[config.mk]
export PLATFORM = sky130hd
export DESIGN_NAME = song_sequencer
export DESIGN_NICKNAME = d
export VERILOG_FILES = /design/src/rtl/song_sequencer.sv
export SDC_FILE = /design/constraint.sdc
export NUM_CORES = 1
export LEC_CHECK = 0
export BUFFER_PORTS_ARGS = -buffer_cell sky130_fd_sc_hd__buf_2
export CAP_MARGIN = 20
export CELL_PAD_IN_SITES_DETAIL_PLACEMENT = 0
export CELL_PAD_IN_SITES_GLOBAL_PLACEMENT = 1
export CORE_UTILIZATION = 43
export CTS_CLUSTER_SIZE = 30
export DETAILED_ROUTE_END_ITERATION = 6
export PLACE_DENSITY = 0.86
export REMOVE_ABC_BUFFERS = 1
export SKIP_CTS_REPAIR_TIMING = 1
export SLEW_MARGIN = 20
export SYNTH_ARGS = -nofsm -noshare
export SYNTH_HDL_FRONTEND = slang
export SYNTH_SLANG_ARGS = --single-unit
[constraint.sdc]
create_clock -name clk -period 3.86 [get_ports clk]
set_input_delay 0.772 -clock clk [delete_from_list [all_inputs] [get_ports clk]]
set_output_delay 0.772 -clock clk [all_outputs]
set_load 0.05 [all_outputs]
[src/rtl/song_sequencer.sv]
// Song note-table sequencer: walks note_index through a duration table,
// holding each note for note_dur cycles, then an articulation gap, then advancing.
module song_sequencer #(
  parameter int CLOCK_FREQ = 100_000_000,
  parameter int NUM_NOTES  = 19,
  parameter int GAP_CYCLES = 1_000_000,
  parameter int IDX_W      = 11,
  parameter int DUR_W      = 29
) (
  input  logic             clk,
  input  logic             rst,
  input  logic             start,
  input  logic             stop,
  input  logic             pause,
  input  logic             loop_en,
  input  logic [DUR_W-1:0] note_dur,
  output logic [IDX_W-1:0] note_index,
  output logic             note_active,
  output logic             note_start,
  output logic             song_done,
  output logic             busy
);

  typedef enum logic [2:0] {IDLE, LOAD, PLAY, GAP, DONE} state_t;

  localparam logic [IDX_W-1:0] LAST_IDX = IDX_W'(NUM_NOTES - 1);
  localparam logic [DUR_W-1:0] GAP_LOAD = DUR_W'((GAP_CYCLES > 0) ? GAP_CYCLES - 1 : 0);
  localparam bit               HAS_GAP  = (GAP_CYCLES > 0);

  if (CLOCK_FREQ <= 0 || NUM_NOTES < 1 || NUM_NOTES > (1 << IDX_W) || GAP_CYCLES < 0)
  begin : g_param_check
    $error("song_sequencer: invalid parameter set");
  end

  state_t           state_reg, state_next;
  logic [DUR_W-1:0] cnt_reg, cnt_next;
  logic [IDX_W-1:0] idx_reg, idx_next;
  logic             mute_reg, mute_next;
  logic             advance;
  logic             active_reg, nstart_reg, done_reg, busy_reg;

  // mute_reg marks a frozen cycle: pause seen at the previous edge while
  // playing, so the current cycle is silent and does not count down.
  always_comb begin
    state_next = state_reg;
    cnt_next   = cnt_reg;
    idx_next   = idx_reg;
    advance    = 1'b0;
    if (stop) begin
      state_next = IDLE;
      cnt_next   = '0;
      idx_next   = '0;
    end else begin
      case (state_reg)
        IDLE: begin
          if (start) begin
            state_next = LOAD;
            idx_next   = '0;
          end
        end
        LOAD: begin
          if (note_dur == '0) begin
            state_next = DONE;
          end else begin
            cnt_next   = note_dur - DUR_W'(1);
            state_next = PLAY;
          end
        end
        PLAY: begin
          if (!mute_reg) begin
            if (cnt_reg != '0) begin
              cnt_next = cnt_reg - DUR_W'(1);
            end else if (HAS_GAP) begin
              cnt_next   = GAP_LOAD;
              state_next = GAP;
            end else begin
              advance = 1'b1;
            end
          end
        end
        GAP: begin
          if (!mute_reg) begin
            if (cnt_reg != '0) cnt_next = cnt_reg - DUR_W'(1);
            else               advance  = 1'b1;
          end
        end
        DONE:    state_next = IDLE;
        default: state_next = IDLE;
      endcase

      if (advance) begin
        if (idx_reg < LAST_IDX) begin
          idx_next   = idx_reg + IDX_W'(1);
          state_next = LOAD;
        end else if (loop_en) begin
          idx_next   = '0;
          state_next = LOAD;
        end else begin
          state_next = DONE;
        end
      end
    end
  end

  always_comb begin
    mute_next = !stop && pause &&
                (state_reg == PLAY || state_reg == GAP) &&
                (state_next == PLAY || state_next == GAP);
  end

  always_ff @(posedge clk or posedge rst) begin
    if (rst) begin
      state_reg  <= IDLE;
      cnt_reg    <= '0;
      idx_reg    <= '0;
      mute_reg   <= 1'b0;
      active_reg <= 1'b0;
      nstart_reg <= 1'b0;
      done_reg   <= 1'b0;
      busy_reg   <= 1'b0;
    end else begin
      state_reg  <= state_next;
      cnt_reg    <= cnt_next;
      idx_reg    <= idx_next;
      mute_reg   <= mute_next;
      active_reg <= (state_next == PLAY) && !mute_next;
      nstart_reg <= (state_reg == LOAD) && (state_next == PLAY);
      done_reg   <= (state_next == DONE);
      busy_reg   <= (state_next != IDLE);
    end
  end

  assign note_index  = idx_reg;
  assign note_active = active_reg;
  assign note_start  = nstart_reg;
  assign song_done   = done_reg;
  assign busy        = busy_reg;

endmodule
* Word level (Yosys, flattened, before mapping) *
Cells that the tools add are included.

cells by class
  magnitude comparators = 1
  reductions and logical operators = 15
  muxes and demuxes = 26
  $add $sub $neg = 3
  eq/ne operators = 10

operators by type and width
  kind                                                  count
  two-way mux 29 bit                                    6
  case mux 29 bit (3 select lines)                      1
  two-way mux 11 bit                                    6
  subtractor 29 x 1 -> 29 bit (second input constant)   2
  zero test 29 bit                                      1
  nonzero test 29 bit                                   1
  two-way mux 3 bit                                     8
  == test 3 x 2 -> 1 bit (second input constant)        4
  inequality test 3 bit (second input constant)         4
  case mux 3 bit (4 select lines)                       1
  adder 11 x 1 -> 11 bit (second input constant)        1
  < comparator 11 x 5 -> 1 bit (second input constant)  1
  logical AND 1 bit                                     5
  AND reduction 5 bit                                   1
  two-way mux 1 bit                                     4
  nonzero test 4 bit                                    1
  == test 3 x 1 -> 1 bit (second input constant)        1
  == test 3 bit (second input constant)                 1
  zero test 3 bit                                       1
  nonzero test 3 bit                                    1
  zero test 1 bit                                       2
  logical OR 1 bit                                      2

word-level totals
  register bits = 48
  logic and storage cells = 63
  input bits = 35

* Logic depth before layout (Yosys ltp) *
  depth after elaboration = 12
  depth in mapped cells = 10
  gate-level depth less buffers = 9

* Worst setup path after synthesis *
OpenSTA, ideal clock, no wires.

  kind = input port to flip-flop
  start = input note_dur[15]
  end = register cnt_reg[17]
  path slack = 1,050 ps
  stages on the path = 7
  required time = 3,734 ps
  data arrival time = 2,684 ps
  library setup time = 126 ps
  cell sequence = or4_1 nor4_2 a31o_2 or2_2 clkbuf_1 a21oi_1 a221o_1

on the way
  longest elaborated chain between the ends = 4

ends and longest elaborated chain
  element                           line  RTL
  start: declaration                16    input logic [DUR_W-1:0] note_dur,
  subtractor 29 x 1 -> 29 bit       65    cnt_next = note_dur - DUR_W'(1);
  two-way mux 29 bit                62    if (note_dur == '0) begin
  case mux 29 bit (3 select lines)  54    case (state_reg)
  two-way mux 29 bit                49    if (stop) begin
  end signal: assignment            123   cnt_reg <= cnt_next;
  end: declaration                  36    logic [DUR_W-1:0] cnt_reg, cnt_next;

Parallel ways exist; a longest one is shown, timed or not. The select of a mux whose other input is x is not followed.
A chain may end at the register's enable or synchronous reset.

* Worst setup path in the final report *
  start = register cnt_reg[0]
  end = register cnt_reg[15]

on the way
  longest elaborated chain between the ends = 5

ends and longest elaborated chain
  element                                                                    line
  subtractor 29 x 1 -> 29 bit / nonzero test 29 bit (equally long branches)  72, 83, 71
  two-way mux 29 bit, on equally long branches                               83, 71
  two-way mux 29 bit, on equally long branches                               82, 70
  case mux 29 bit (3 select lines)                                           54
  two-way mux 29 bit                                                         49

Parallel ways exist; a longest one is shown, timed or not. The select of a mux whose other input is x is not followed.

==> flow_results.org <==
** Worst setup path
- Critical path, cell by cell :: inv_1, ha_1, or4b_4, or4_4, nor4_4, buf_4, or2b_1, o22ai_1, a22o_1
- The largest single stage delay on the critical path is between 500 and 600 ps.
- Along the worst path, the maximum fanout reaches 9.
- Data arrival time of the critical path :: about 3200 ps
- The worst setup path is launched from a flop.
- STA classifies the critical path endpoint as a flop.
- Data required time at the worst endpoint :: between 4000 and 5000 ps
- Cell with the largest stage delay on the worst path :: or4_4
- Class of the most critical setup path :: flop to flop

** STA
- The count of final max-slew check failures came to 0.
- Post-layout minimum cycle time :: around 3000 ps
- Final period util :: around four fifths
- Measured against its own limit, the worst slew margin works out to 43.67%.
- F_max :: approximately 330 MHz
- Final hold viol count :: 0
- Final Skew :: between 4 and 5 ps
- Setup violations remaining at the end of the flow were counted as 0.
- Setup repair after global routing left no endpoint under its margin.
- At the pin with the least slew margin, the transition time is roughly 840 ps.
- Final WS setup :: ~830 ps
- Summed over all failing endpoints, the final setup total negative slack is 0 ps.

** Pwr
- Of the total power, the share spent switching nets is about 38%.
- Proportion of power drawn by the clock network :: roughly 25%
- VDD sags by at most between 200 and 250 uV.
- Ratio of total power to cell area :: approximately 380 nW/um2
- In this run, flip-flops and latches consume approximately two fifths of the power.
- Cell internal power was estimated by the tool at between 0.9 and 1 mW.
- Of the total power, combinational logic draws about 34%.
- Summing internal, switching and leakage power gives approximately 1.5 mW.
- Total leakage power :: approximately 1.7 nW
- Summed over all nets, the switching power comes to 0.5623 mW.

** Detailed routing
- Detailed Route WL :: approximately 9.5 mm
- The first detailed-routing pass ran for 4 iterations.
- Number of nets with antenna violations after routing :: 0
- Vias after detailed routing :: ~3400
- After detailed routing, the number of vias per cell comes to ~6.1.
- Dividing the detail-routed wire length by the instance count gives roughly 17 um.
- For this block, the initial DRC count from the detailed router was 230.
- Post-detailed-route DRC marker count :: 0

** Global routing
- The first global-routing pass estimated 16.40 mm of wire.
- Pin count of the biggest net entering global routing :: ~50
- Residual overflow from global routing :: 0
- Antenna violations before repair :: 0
- The via count of the first global-routing pass is roughly 3400.
- Global routing used 24.36% of the available tracks across all layers.

** Clock tree
- Clock-pin slew was measured on the worst setup and hold paths at around 90 ps.
- Clock tree root driver cell :: clkbuf_8
- Clk sink count :: between 40 and 50
- CTS built an H-tree with a depth of 2.
- Worst-Skew Late Latency :: roughly 300 ps
- The number of clock buffers added by TritonCTS is 5.
- Number of buffers on the longest clock path :: 2
- TritonCTS built the clock tree.

** Die
- After floorplanning, the core was sized to cover between 7000 and 8000 um2.
- Effective utilization at floorplan :: between 40 and 50%
- Standard-cell rows :: 32
- From left edge to right edge, the die measures 91.24 um.
- IO Count :: 50
- Area of the die :: around 8300 um2
- Die boundary height :: between 90 and 100 um

** Logic synthesis
- Number of distinct standard cells referenced by the synthesized netlist :: 61
- Sequential cell area fraction in the yosys report :: 35.07%
- Averaged over all synthesized cells, the footprint is about 8.4 um2.
- Post-synthesis instance area :: 3425 um2
- After technology mapping, the gate count stands at 407.
- After synthesis, the share of flip-flops with an asynchronous set or reset is between 90% and 100%.
- Yosys warns :: 0
- Dominant synthesized flop cell :: dfrtp_1
- The synthesized design contains 0 enable-type register cells.
- Counting flops and latches in the post-synthesis netlist gives 48.

** Hold path
- The tightest min-delay check is of the flop to flop type.

** Run status
- Status :: finished, final reports clean

** Placed design
- After legalization and detailed placement, the total HPWL measured roughly 7 mm.
- Pre-CTS setup slack :: 643.8 ps
- Port-buffer cells :: 49
- Final weighted congestion in routability-driven placement :: about 0.86

** Final layout
- Final core utilization :: 50.68%
- In the layout the commonest cells are buf_2 (49), dfrtp_1 (48), nand2_1 (33).
- Area of all sequential standard cells :: 1201 um2
- Final antenna diode count :: 0
- Number of nets in the layout :: 495
- After filler insertion, the fill cell instance count of the layout stands at ~760.
- Area added between synthesis and finish :: 14.36%
- Most common cell after layout, fill and taps aside :: buf_2
- Layout cell share with drive strength beyond 1 :: a little under a fifth
- Flip-flop count of the largest register, all copies and words added :: 29
- Summing all multi-input logic gate instances after layout gives 2113 um2.

** Run
- Across the run, the number of max-cap violations was 0.
==> synth_stat cells, types with 3 or more instances <==
| cell | instances | area share, % |
|---|---|---|
| a21o_1 | 8 | 1.8 |
| a21oi_1 | 16 | 2.3 |
| a22o_1 | 5 | 1.3 |
| a22oi_1 | 5 | 1.1 |
| a311oi_1 | 3 | 0.77 |
| a31oi_1 | 4 | 0.73 |
| a32oi_1 | 3 | 0.77 |
| and2_1 | 7 | 1.3 |
| and4_1 | 4 | 1.0 |
| buf_2 | 3 | 0.44 |
| clkbuf_1 | 10 | 1.1 |
| dfrtp_1 | 48 | 35 |
| ha_1 | 3 | 1.1 |
| inv_1 | 10 | 1.1 |
| nand2_1 | 33 | 3.6 |
| nand2b_1 | 7 | 1.3 |
| nand3_1 | 14 | 2.0 |
| nand4_1 | 6 | 1.1 |
| nor2_1 | 28 | 3.1 |
| nor2b_1 | 3 | 0.55 |
| nor3_1 | 27 | 3.9 |
| nor3b_1 | 3 | 0.66 |
| nor4_1 | 20 | 3.7 |
| nor4b_1 | 3 | 0.77 |
| o211ai_1 | 13 | 2.8 |
| o21ai_0 | 24 | 3.5 |
| o22ai_1 | 5 | 0.91 |
| o31ai_1 | 4 | 0.88 |
| or2_2 | 7 | 1.3 |
| or3_1 | 10 | 1.8 |
| or4_1 | 7 | 1.5 |
| xnor2_1 | 8 | 2.0 |
| xor2_1 | 17 | 4.3 |
==> logic make-up after synthesis <==
logic type	count (synthesis)	synth area share, %
xor gates and xnor gates	25	6.394
and+or+nand+nor	192	31.35
DFF	48	35.07
buffers and inverters	26	3.398
AOI/OAI and AO/OA	113	22.69
adders and majority gates	3	1.096
==> power groups by stage <==
| stage | combinational (mW) | sequential, mW | clock [mW] |
|---|---|---|---|
| final | 0.511 | 0.596 | 0.377 |
| after global routing | 0.563 | 0.604 | 0.402 |
| after CTS | 0.502 | 0.594 | 0.386 |
| after detailed placement | 0.497 | 0.603 | 0 |
| after global placement | 0.496 | 0.602 | 0 |
| after floorplan | 0.341 | 0.599 | 0 |
==> worst max-delay path: cells and delay by family, from the launching register on <==
family	cells	cell delay, ps
AND/OR/NAND/NOR	4	1600
flip-flops	1	450
AO/OA/AOI/OAI	2	400
buffers and inverters	2	270
adder cells (fa/ha/maj)	1	210
==> layer usage <==
layer | wire (um) | global-route usage [%] | share of wire (%) | vias to the layer above
li1 | - | - | - | 1666
met1 | 4506 | 34.05 | 47 | 1634
met2 | 4297 | 38.95 | 45 | 115
met3 | 540 | 3.266 | 5.7 | 16
met4 | 152 | 7.804 | 1.6 | 0
met5 | 0 | 0 | 0 | -
==> final cells by class <==
class	instances	area share (%)
repair buffers	59	8.179
clock buffers	5	1.757
inverters	10	0.9904
multi-input cells	333	53.96
flip-flops and latches	48	30.67
well taps	102	3.259
clock inverters	3	1.182
==> through the flow <==
step / cells / hold WS (ps) / instance area (um2)
detailed placement: 552 / 505.2 / 3800
floorplan: 391 / 472.7 / 3346
global route: 560 / 539.7 / 3916
global placement: 552 / 491.2 / 3800
finish: 560 / 523.5 / 3916
CTS: 560 / 527.4 / 3915
==> path summary, 6_finish.rpt <==
path | startpoint | end | slack, ps | cells after the start
max in group asynchronous | rst | cnt_reg[5] | 2750 | 2
hold reg to reg | note_index[5] | note_index[5] | 520 | 1
setup / recovery | cnt_reg[0] | cnt_reg[15] | 830 | 9
setup reg to reg | cnt_reg[0] | cnt_reg[15] | 830 | 9
min in group asynchronous | rst | cnt_reg[23] | 600 | 2
hold / removal | note_index[5] | note_index[5] | 520 | 1
(Power assumes the default switching activity.)
